===== config.mk =====
export PLATFORM = sky130hd
export DESIGN_NAME = ysyx_23060072_wb_arbiter_flat
export DESIGN_NICKNAME = d
export VERILOG_FILES = /design/src/rtl/ysyx_23060072_wb_arbiter_if.sv /design/src/rtl/ysyx_23060072_wb_arbiter.sv /design/src/flat_wrapper.sv
export SDC_FILE = /design/constraint.sdc
export NUM_CORES = 1
export LEC_CHECK = 0
export ABC_AREA = 1
export BUFFER_PORTS_ARGS = -buffer_cell sky130_fd_sc_hd__buf_2
export CAP_MARGIN = 0
export CORE_ASPECT_RATIO = 0.75
export CORE_UTILIZATION = 32
export CTS_CLUSTER_DIAMETER = 200
export DETAILED_ROUTE_END_ITERATION = 6
export PLACE_DENSITY = 0.61
export RECOVER_POWER = 50
export SYNTH_ARGS = -nofsm -noshare
export SYNTH_HDL_FRONTEND = slang
export SYNTH_SLANG_ARGS = --single-unit

===== constraint.sdc =====
create_clock -name clk -period 1.7 [get_ports clk]
set_input_delay 0.34 -clock clk [delete_from_list [all_inputs] [get_ports clk]]
set_output_delay 0.34 -clock clk [all_outputs]
set_load 0.01 [all_outputs]

===== src/rtl/ysyx_23060072_wb_arbiter_if.sv =====
// Writeback arbitration bus: four producer request lanes in, one registered
// register-file write port (plus source/error side-band) out.
interface ysyx_23060072_wb_arbiter_if;
  localparam int unsigned N_REQ  = 4;
  localparam int unsigned ADDR_W = 5;
  localparam int unsigned DATA_W = 32;
  localparam int unsigned SRC_W  = 2;

  logic [N_REQ-1:0]        req_valid_i;
  logic [N_REQ-1:0]        req_ready_o;
  logic [N_REQ*ADDR_W-1:0] req_addr_i;
  logic [N_REQ*DATA_W-1:0] req_data_i;
  logic                    wb_flag_o;
  logic [ADDR_W-1:0]       wb_addr_o;
  logic [DATA_W-1:0]       wb_data_o;
  logic [SRC_W-1:0]        wb_src_o;
  logic                    wb_err_o;

  // Producer side: drives requests, observes grants and the write port
  modport master (
    output req_valid_i, req_addr_i, req_data_i,
    input  req_ready_o, wb_flag_o, wb_addr_o, wb_data_o, wb_src_o, wb_err_o
  );

  // Arbiter side
  modport slave (
    input  req_valid_i, req_addr_i, req_data_i,
    output req_ready_o, wb_flag_o, wb_addr_o, wb_data_o, wb_src_o, wb_err_o
  );
endinterface


===== src/rtl/ysyx_23060072_wb_arbiter.sv =====
// Register-file write-port arbiter: fixed priority (CSR > LSU > MDU > ALU)
// with starvation promotion, registered writeback, x0 / RV32E address filtering.
module ysyx_23060072_wb_arbiter #(
  parameter int unsigned STARVE_LIMIT = 4,
  parameter int unsigned CNT_W        = 3
) (
  input logic                        clk,
  input logic                        rst_n,
  ysyx_23060072_wb_arbiter_if.slave  bus
);
  localparam int unsigned N_REQ  = 4;
  localparam int unsigned ADDR_W = 5;
  localparam int unsigned DATA_W = 32;
  localparam int unsigned SRC_W  = 2;

  logic [CNT_W-1:0]  cnt [N_REQ];
  logic [N_REQ-1:0]  urgent;
  logic [N_REQ-1:0]  grant;
  logic [SRC_W-1:0]  gnt_idx;
  logic              gnt_any;
  logic [ADDR_W-1:0] sel_addr;
  logic [DATA_W-1:0] sel_data;

  logic              wb_flag_q;
  logic [ADDR_W-1:0] wb_addr_q;
  logic [DATA_W-1:0] wb_data_q;
  logic [SRC_W-1:0]  wb_src_q;
  logic              wb_err_q;

  // A requester is urgent once its stall counter has saturated
  always_comb begin
    urgent = '0;
    for (int i = 0; i < int'(N_REQ); i++) begin
      urgent[i] = bus.req_valid_i[i] & (cnt[i] == CNT_W'(STARVE_LIMIT));
    end
  end

  // Lowest-index urgent requester wins; otherwise lowest-index valid one.
  // Scanning downward lets the lowest index overwrite earlier picks.
  always_comb begin
    grant   = '0;
    gnt_idx = '0;
    gnt_any = 1'b0;
    for (int i = int'(N_REQ) - 1; i >= 0; i--) begin
      if (bus.req_valid_i[i]) begin
        grant    = '0;
        grant[i] = 1'b1;
        gnt_idx  = SRC_W'(i);
        gnt_any  = 1'b1;
      end
    end
    if (|urgent) begin
      for (int i = int'(N_REQ) - 1; i >= 0; i--) begin
        if (urgent[i]) begin
          grant    = '0;
          grant[i] = 1'b1;
          gnt_idx  = SRC_W'(i);
        end
      end
    end
  end

  assign sel_addr = bus.req_addr_i[gnt_idx*ADDR_W +: ADDR_W];
  assign sel_data = bus.req_data_i[gnt_idx*DATA_W +: DATA_W];

  assign bus.req_ready_o = grant;

  // Stall counters: clear when idle or served, count up to the limit otherwise
  always_ff @(posedge clk or negedge rst_n) begin
    if (!rst_n) begin
      for (int i = 0; i < int'(N_REQ); i++) cnt[i] <= '0;
    end else begin
      for (int i = 0; i < int'(N_REQ); i++) begin
        if (!bus.req_valid_i[i] || grant[i]) begin
          cnt[i] <= '0;
        end else if (cnt[i] != CNT_W'(STARVE_LIMIT)) begin
          cnt[i] <= cnt[i] + 1'b1;
        end
      end
    end
  end

  // Writeback register: x0 is swallowed silently, x16..x31 raise an error pulse
  always_ff @(posedge clk or negedge rst_n) begin
    if (!rst_n) begin
      wb_flag_q <= 1'b0;
      wb_addr_q <= '0;
      wb_data_q <= '0;
      wb_src_q  <= '0;
      wb_err_q  <= 1'b0;
    end else if (gnt_any) begin
      wb_flag_q <= (sel_addr != '0) && !sel_addr[ADDR_W-1];
      wb_addr_q <= sel_addr;
      wb_data_q <= sel_data;
      wb_src_q  <= gnt_idx;
      wb_err_q  <= sel_addr[ADDR_W-1];
    end else begin
      wb_flag_q <= 1'b0;
      wb_err_q  <= 1'b0;
    end
  end

  assign bus.wb_flag_o = wb_flag_q;
  assign bus.wb_addr_o = wb_addr_q;
  assign bus.wb_data_o = wb_data_q;
  assign bus.wb_src_o  = wb_src_q;
  assign bus.wb_err_o  = wb_err_q;
endmodule


===== src/flat_wrapper.sv =====
// flat-port wrapper written by rule: the top's interface ports become plain ports
module ysyx_23060072_wb_arbiter_flat 
#(
  parameter int unsigned STARVE_LIMIT = 4,
  parameter int unsigned CNT_W        = 3
)
  (clk, rst_n, bus_req_valid_i, bus_req_addr_i, bus_req_data_i, bus_req_ready_o, bus_wb_flag_o, bus_wb_addr_o, bus_wb_data_o, bus_wb_src_o, bus_wb_err_o);
  ysyx_23060072_wb_arbiter_if bus_i ();
  input logic clk;
  input logic rst_n;
  input wire logic [$bits(bus_i.req_valid_i)-1:0] bus_req_valid_i;
  input wire logic [$bits(bus_i.req_addr_i)-1:0] bus_req_addr_i;
  input wire logic [$bits(bus_i.req_data_i)-1:0] bus_req_data_i;
  output wire logic [$bits(bus_i.req_ready_o)-1:0] bus_req_ready_o;
  output wire logic [$bits(bus_i.wb_flag_o)-1:0] bus_wb_flag_o;
  output wire logic [$bits(bus_i.wb_addr_o)-1:0] bus_wb_addr_o;
  output wire logic [$bits(bus_i.wb_data_o)-1:0] bus_wb_data_o;
  output wire logic [$bits(bus_i.wb_src_o)-1:0] bus_wb_src_o;
  output wire logic [$bits(bus_i.wb_err_o)-1:0] bus_wb_err_o;
  assign bus_i.req_valid_i = bus_req_valid_i;
  assign bus_i.req_addr_i = bus_req_addr_i;
  assign bus_i.req_data_i = bus_req_data_i;
  assign bus_req_ready_o = bus_i.req_ready_o;
  assign bus_wb_flag_o = bus_i.wb_flag_o;
  assign bus_wb_addr_o = bus_i.wb_addr_o;
  assign bus_wb_data_o = bus_i.wb_data_o;
  assign bus_wb_src_o = bus_i.wb_src_o;
  assign bus_wb_err_o = bus_i.wb_err_o;
  ysyx_23060072_wb_arbiter #(.STARVE_LIMIT(STARVE_LIMIT), .CNT_W(CNT_W)) u_core (.clk(clk), .rst_n(rst_n), .bus(bus_i));
endmodule

======== Word-level counts from Yosys, hierarchy flattened ========
Cells that the tools add are included.
word-level totals
  flip-flop bits (word level) ............. 53
  input bits .............................. 154
  logic and storage cells ................. 76
cells by class
  add/subtract/negate cells ............... 4
  $mul .................................... 1
  equality and inequality tests ........... 8
  shift-type cells ........................ 2
  multiplexer cells ....................... 32
  bitwise gates (word level) .............. 4
  reductions and logical operators ........ 16
operators by type and width
  kind                   number
  $shiftx A128 B8 Y32    1
  $mux W4                9
  $mux W3                8
  $shiftx A20 B6 Y5      1
  $mux W2                9
  $add A3 B1 Y3 const B  4
  $eq A3 B3 Y1 const B   4
  $ne A3 B3 Y1 const B   4
  $reduce_bool A2 Y1     4
  $mux W1                6
  $logic_not A1 Y1       5
  $mul A2 B3 Y5 const B  1
  $reduce_bool A5 Y1     1
  $and A1 B1 Y1          4
  $logic_or A1 B1 Y1     4
  $reduce_or A4 Y1       1
  $logic_and A1 B1 Y1    1

======== Logic depth before layout (Yosys ltp) ========
  word-level depth ........................ 14
  mapped depth ............................ 15
  gate-level depth less buffers ........... 14

======== Least setup slack after synthesis ========
No wires, ideal clock.
  path type ............................... reg-to-reg
  start ................................... reg u_core.cnt[6] (netlist bit)
  end ..................................... reg u_core.wb_data_q[26] (netlist: u_core.bus.wb_data_o[26])
  arrival time ............................ 1.589 ns
  slack ................................... -0.005 ns
  cell stages (with the launch flop) ...... 14
  cell sequence ........................... dfrtp_1 -> inv_1 -> ha_1 -> nand2_2 -> inv_2 -> nand3_1 -> buf_4 -> nand2_4 -> buf_6 -> buf_2 -> o21ai_0 -> o21ai_1 -> nand2_1 -> nand2_1
between the ends
  word-level cells in the longest chain between the ends .. 6
  elaborated cells on any way between the ends .. 7
ends and longest elaborated chain
  element                           line                            text
  start: declaration                ysyx_23060072_wb_arbiter.sv:16  logic [CNT_W-1:0] cnt [N_REQ];
  start signal: indexed assignment  ysyx_23060072_wb_arbiter.sv:77  cnt[i] <= cnt[i] + 1'b1;
  $eq A3 B3 Y1 *                    ysyx_23060072_wb_arbiter.sv:34  urgent[i] = bus.req_valid_i[i] & (cnt[i] == CNT_W'(STARVE_LIMIT));
  $and A1 B1 Y1 *                   ysyx_23060072_wb_arbiter.sv:34
  $mux W2 (2 in series)             ysyx_23060072_wb_arbiter.sv:54  if (urgent[i]) begin
  $mux W2 *                         ysyx_23060072_wb_arbiter.sv:52  if (|urgent) begin
  $shiftx A128 B8 Y32 *             ysyx_23060072_wb_arbiter.sv:64  assign sel_data = bus.req_data_i[gnt_idx*DATA_W +: DATA_W];
  end signal: assignment            ysyx_23060072_wb_arbiter.sv:94  wb_data_q <= sel_data;
  end: declaration                  ysyx_23060072_wb_arbiter.sv:26  logic [DATA_W-1:0] wb_data_q;
Mark *: on every way between the ends. The rest lies on a longest branch, timed or not.
A chain may end at the register's enable or synchronous reset.

======== Worst setup path in the final report ========
  start ................................... reg u_core.cnt[0] (netlist bit)
  end ..................................... out bus_req_ready_o[3]
between the ends
  word-level cells in the longest chain between the ends .. 7
  elaborated cells on any way between the ends .. 8
ends and longest elaborated chain
  element                line                            text
  $eq A3 B3 Y1 *         ysyx_23060072_wb_arbiter.sv:34
  $and A1 B1 Y1 *        ysyx_23060072_wb_arbiter.sv:34
  $mux W4 (4 in series)  ysyx_23060072_wb_arbiter.sv:54
  $mux W4 *              ysyx_23060072_wb_arbiter.sv:52
  end: declaration       flat_wrapper.sv:14              output wire logic [$bits(bus_i.req_ready_o)-1:0] bus_req_ready_o;
Marked as above.

==> metrics.sh <==
RUN_STATUS='complete, but fails checks'
FAILED_CHECKS='setup timing'
MAX_SLEW_MARGIN=0.112
DIE_Y_UM=92.9
CTS.ROOT.BUFFER_CELL='sky130_fd_sc_hd__clkbuf_16'
SEQCELLAREA_MM2=0.00133
CLK_TRANSITION_REPORTED_PATHS_NS=0.08
SYNTH.NET_COUNT=652
YS_DOMINANT_REG_CELL='sky130_fd_sc_hd__dfrtp_1'
VIOLATION_COUNT_AFTER_THE_FIRST_DETAILED_ROUTE_ITERATION=249
FILLERINSTANCES=950
REG2REG_SETUP_SLACK_NS=-0.20
FIN_NETS=910
WORST_PATH_MAX_DELAY_CELL='sky130_fd_sc_hd__dfrtp_1'
CP-END-KIND='primary output'
YOSYSUNIQUECELLTYPES=28
DRC=0
CP-START-KIND='register'
TRITONCTS='yes'
PLACEMENTROWS=32
VIAS=4410
CTS-ROOT-TO-SINK-BUFFERS=2
FINAL.MIN_CLOCK_PERIOD_NS=1.94
MULTI_INPUT_COMB_AREA_MM2=0.00235
ROUTED_VIA_DENSITY=4.98
GRT_PASS1_VIAS=4002
HOLD_PATH_STARTPOINT='bus_req_data_i[85]'
TIMING_MAX_TRANSITION_VIOLATIONS_FINAL=0
SWITCHING_SHARE=0.364
WORSTPATHARRIVAL_NS=1.60
LARGEST_DELAY_CONTRIBUTOR_FAMILY_ON_THE_CRITICAL_PATH='flip-flops'
GLOBAL_PLACER_S_FINAL_WEIGHTED_CONGESTION=0.826
MAX_STAGE_DELAY_NS=0.39
WORSTSKEWPAIRLATENCY_NS=0.29
TIMING.RR.START='u_core.cnt[0]'
SYNTH_SEQ_CELLS=53
CP_CELL_SEQUENCE='inv_2 > ha_4 > nand3_4 > buf_6 > inv_2 > a31oi_1 > nor2_4 > buf_6'
AREA_OVERHEAD_OF_THE_LAYOUT_RELATIVE_TO_SYNTHESIS_PCT=76.1
TIMING.FMAX_MHz=515
POWER_DENSITY_mW_PER_MM2=817
GRT_MAX_DEGREE=54
H_TREE_LVL_COUNT=2
DRV_CAP=0
POSTROUTEANTENNANETS=0
CP_DATA_REQUIRED_TIME_NS=1.36
DIE_W_UM=123
ANTENNA_FOUND_INITIAL=0
CLOCK_POWER_SHARE=0.204
HOLD-PATH-CELL-COUNT=3
SYNTH_WARNINGS=0
NETLIST_INSTANCES=490
DIE_AREA_MM2=0.0114
VDD_DROP_MAX_mV=0.374
FINCLKSKEW_NS=0.00915
POSTCTSHOLDBUFS=0
FINISH.INSTANCE_AREA_MM2=0.00620
GROUTE.USAGE.OVERALL=0.215
GRT_FIRST_PASS_WIRELENGTH_UM=19200
TNS_NS=-6.32
CTS_NUM_SINKS=53
DP_HPWL_UM=8530
WIRE_PER_INST_UM=16.4
WORST_SLEW_PIN_SLEW_NS=1.33
NUMBER_OF_ENABLE_TYPE_REGISTER_CELLS_IN_THE_SYNTHESIZED_NETLIST=0
QUANTITY_OF_I_O_BUFFERS_INSERTED_ON_PORTS=198
CTS_INSERTED_BUFFERS=5
DETAIL_ROUTE.WIRELENGTH_UM=14500
START_UTIL=0.336
OVERFLOW=0
SYN-CELL-AREA_MM2=0.00352
WORST-SETUP-PATH-TYPE='register to primary output'
ASYNC_RESET_FF_FRAC=1.00
GRT_SETUP_UNREPAIRED='yes'
CORE_REGION_AREA_MM2=0.0105
P_INT_mW=3.23
SEQ_POWER_SHARE=0.320
FINAL.PERIOD_UTILIZATION=1.14
SETUP-VIOLATIONS-FINAL=46
WORSTHOLDENDPOINT='u_core.bus.wb_data_o[21]'
FINALHOLDWORSTSLACK_NS=0.284
HOLD_CLASS='primary input to register'
POSTSYNTHAREAPERCELL_UM2=7.19
IO_PINS=199
PLACE_AREA_MM2=0.00484
FF2FF_PATH_DEPTH=12
TIMING.CRITICAL_PATH.BUF_INV=4
SYNTH_SEQ_AREA_SHARE=0.376
CP_MAX_FO=3
DRIVE_ABOVE_1_SHARE=0.550
DRT-PASS1-ITER-COUNT=5
LEAK_nW=3.12
FINALWORSTSETUPSLACK_NS=-0.240
P_SWITCHING_mW=1.85
NUMBER_OF_HOLD_VIOLATIONS_IN_THE_FINAL_REPORT=0
INSERTEDDIODECOUNT=0
P_COMB_FRAC=0.476
WORST_R2R_ENDPOINT='u_core.cnt[0]'
POST_PLACE_WORST_SLACK_NS=-0.183
-- Yosys cell counts (8+ instances only) --
cell	n	area (um^2)
sky130_fd_sc_hd__buf_2	12	60.1
sky130_fd_sc_hd__nand3_1	25	125
sky130_fd_sc_hd__nor2_1	71	267
sky130_fd_sc_hd__a21oi_2	16	140
sky130_fd_sc_hd__nand2_1	111	417
sky130_fd_sc_hd__ha_1	8	100
sky130_fd_sc_hd__clkbuf_1	8	30.0
sky130_fd_sc_hd__inv_1	36	135
sky130_fd_sc_hd__o211ai_1	13	97.6
sky130_fd_sc_hd__o21bai_1	13	97.6
sky130_fd_sc_hd__o21ai_0	46	230
sky130_fd_sc_hd__dfrtp_1	53	1330
sky130_fd_sc_hd__o21ai_1	36	180
-- metal layers --
| layer | GRT usage | vias up | part of all wire |
|---|---|---|---|
| li1 | - | 2123 | - |
| met1 | 0.275 | 2082 | 0.42 |
| met2 | 0.384 | 188 | 0.50 |
| met3 | 0.0345 | 17 | 0.069 |
| met4 | 0.0291 | 0 | 0.012 |
| met5 | 0 | - | 0 |
-- timing repair --
action | CTS | global route
gates resized for setup | 68 | 110
buffers inserted | 25 | 16
pin swaps | 8 | 46
endpoints found under the setup margin | 46 | 50
cloned | 5 | 12
-- cells in the final DEF (no fill, tap or decap), types with 10 or more instances in the layout --
master	synthesis	final
sky130_fd_sc_hd__a21oi_2	16	19
sky130_fd_sc_hd__buf_12	0	13
sky130_fd_sc_hd__buf_2	12	196
sky130_fd_sc_hd__buf_4	5	45
sky130_fd_sc_hd__buf_6	4	10
sky130_fd_sc_hd__clkbuf_16	0	15
sky130_fd_sc_hd__dfrtp_1	53	53
sky130_fd_sc_hd__inv_1	36	27
sky130_fd_sc_hd__inv_2	7	12
sky130_fd_sc_hd__nand2_1	111	89
sky130_fd_sc_hd__nand2_2	2	19
sky130_fd_sc_hd__nand3_1	25	12
sky130_fd_sc_hd__nand3_2	4	11
sky130_fd_sc_hd__nor2_1	71	49
sky130_fd_sc_hd__nor2_2	1	15
sky130_fd_sc_hd__o211ai_1	13	13
sky130_fd_sc_hd__o21ai_0	46	14
sky130_fd_sc_hd__o21ai_1	36	55
sky130_fd_sc_hd__o21ai_2	0	12
sky130_fd_sc_hd__o21bai_1	13	12
-- state kept, by name (all words and copies together), names as in the netlist --
register and count:
u_core.cnt 12, u_core.bus.wb_src_o 2, u_core.bus.wb_flag_o 1, u_core.bus.wb_data_o 32, u_core.bus.wb_err_o 1, u_core.bus.wb_addr_o 5
-- worst max path at each step --
| stage | from | end | cells past startpoint |
|---|---|---|---|
| after detailed placement | u_core.cnt[6] | u_core.bus.wb_data_o[27] | 12 |
| after global routing | u_core.cnt[6] | u_core.bus.wb_flag_o | 15 |
| after CTS | u_core.cnt[6] | bus_req_ready_o[3] | 10 |
| after floorplan | u_core.cnt[6] | u_core.bus.wb_data_o[26] | 13 |
| after global placement | u_core.cnt[9] | u_core.bus.wb_addr_o[4] | 11 |
| final | u_core.cnt[0] | bus_req_ready_o[3] | 8 |
-- power groups by stage --
stage	Sequential, mW	Clock, mW	Combinational, mW
2_1_floorplan	1.73	0	0.789
3_3_place_gp	1.64	0	1.56
3_5_place_dp	1.64	0	1.59
4_1_cts	1.62	1.06	1.96
5_1_grt	1.65	1.10	2.60
6_report	1.63	1.03	2.41
-- through the flow --
| stage | instances | power [mW] | util |
|---|---|---|---|
| 2_1_floorplan | 490 | 2.52 | - |
| 3_3_place_gp | 825 | 3.20 | 0.461 |
| 3_5_place_dp | 825 | 3.24 | 0.461 |
| 4_1_cts | 862 | 4.64 | 0.530 |
| 5_1_grt | 885 | 5.36 | 0.591 |
| 6_report | 885 | 5.07 | 0.591 |
-- tightest hold or removal path, delay by kind of cell --
kind | cells | cell delay, ns
AO/OA/AOI/OAI | 2 | 0.13
buffers and inverters | 1 | 0.08
-- layout make-up --
type	instances	area share
clock inverters	3	0.00363
multi-input cells	366	0.379
flip-flops and latches	53	0.214
well taps	136	0.0274
repair buffers	279	0.327
inverters	43	0.0284
clock buffers	5	0.0202
-- cells by family (layout without fill, tap and decap cells) --
| family | Yosys count | count (layout) | synth area share |
|---|---|---|---|
| and+or+nand+nor | 216 | 217 | 0.252 |
| buffers and inverters | 72 | 330 | 0.0948 |
| DFF | 53 | 53 | 0.376 |
| AOI/OAI and AO/OA | 137 | 137 | 0.238 |
| xor gates and xnor gates | 4 | 4 | 0.00994 |
| adders and majority gates | 8 | 8 | 0.0284 |
(Power assumes the default switching activity.)
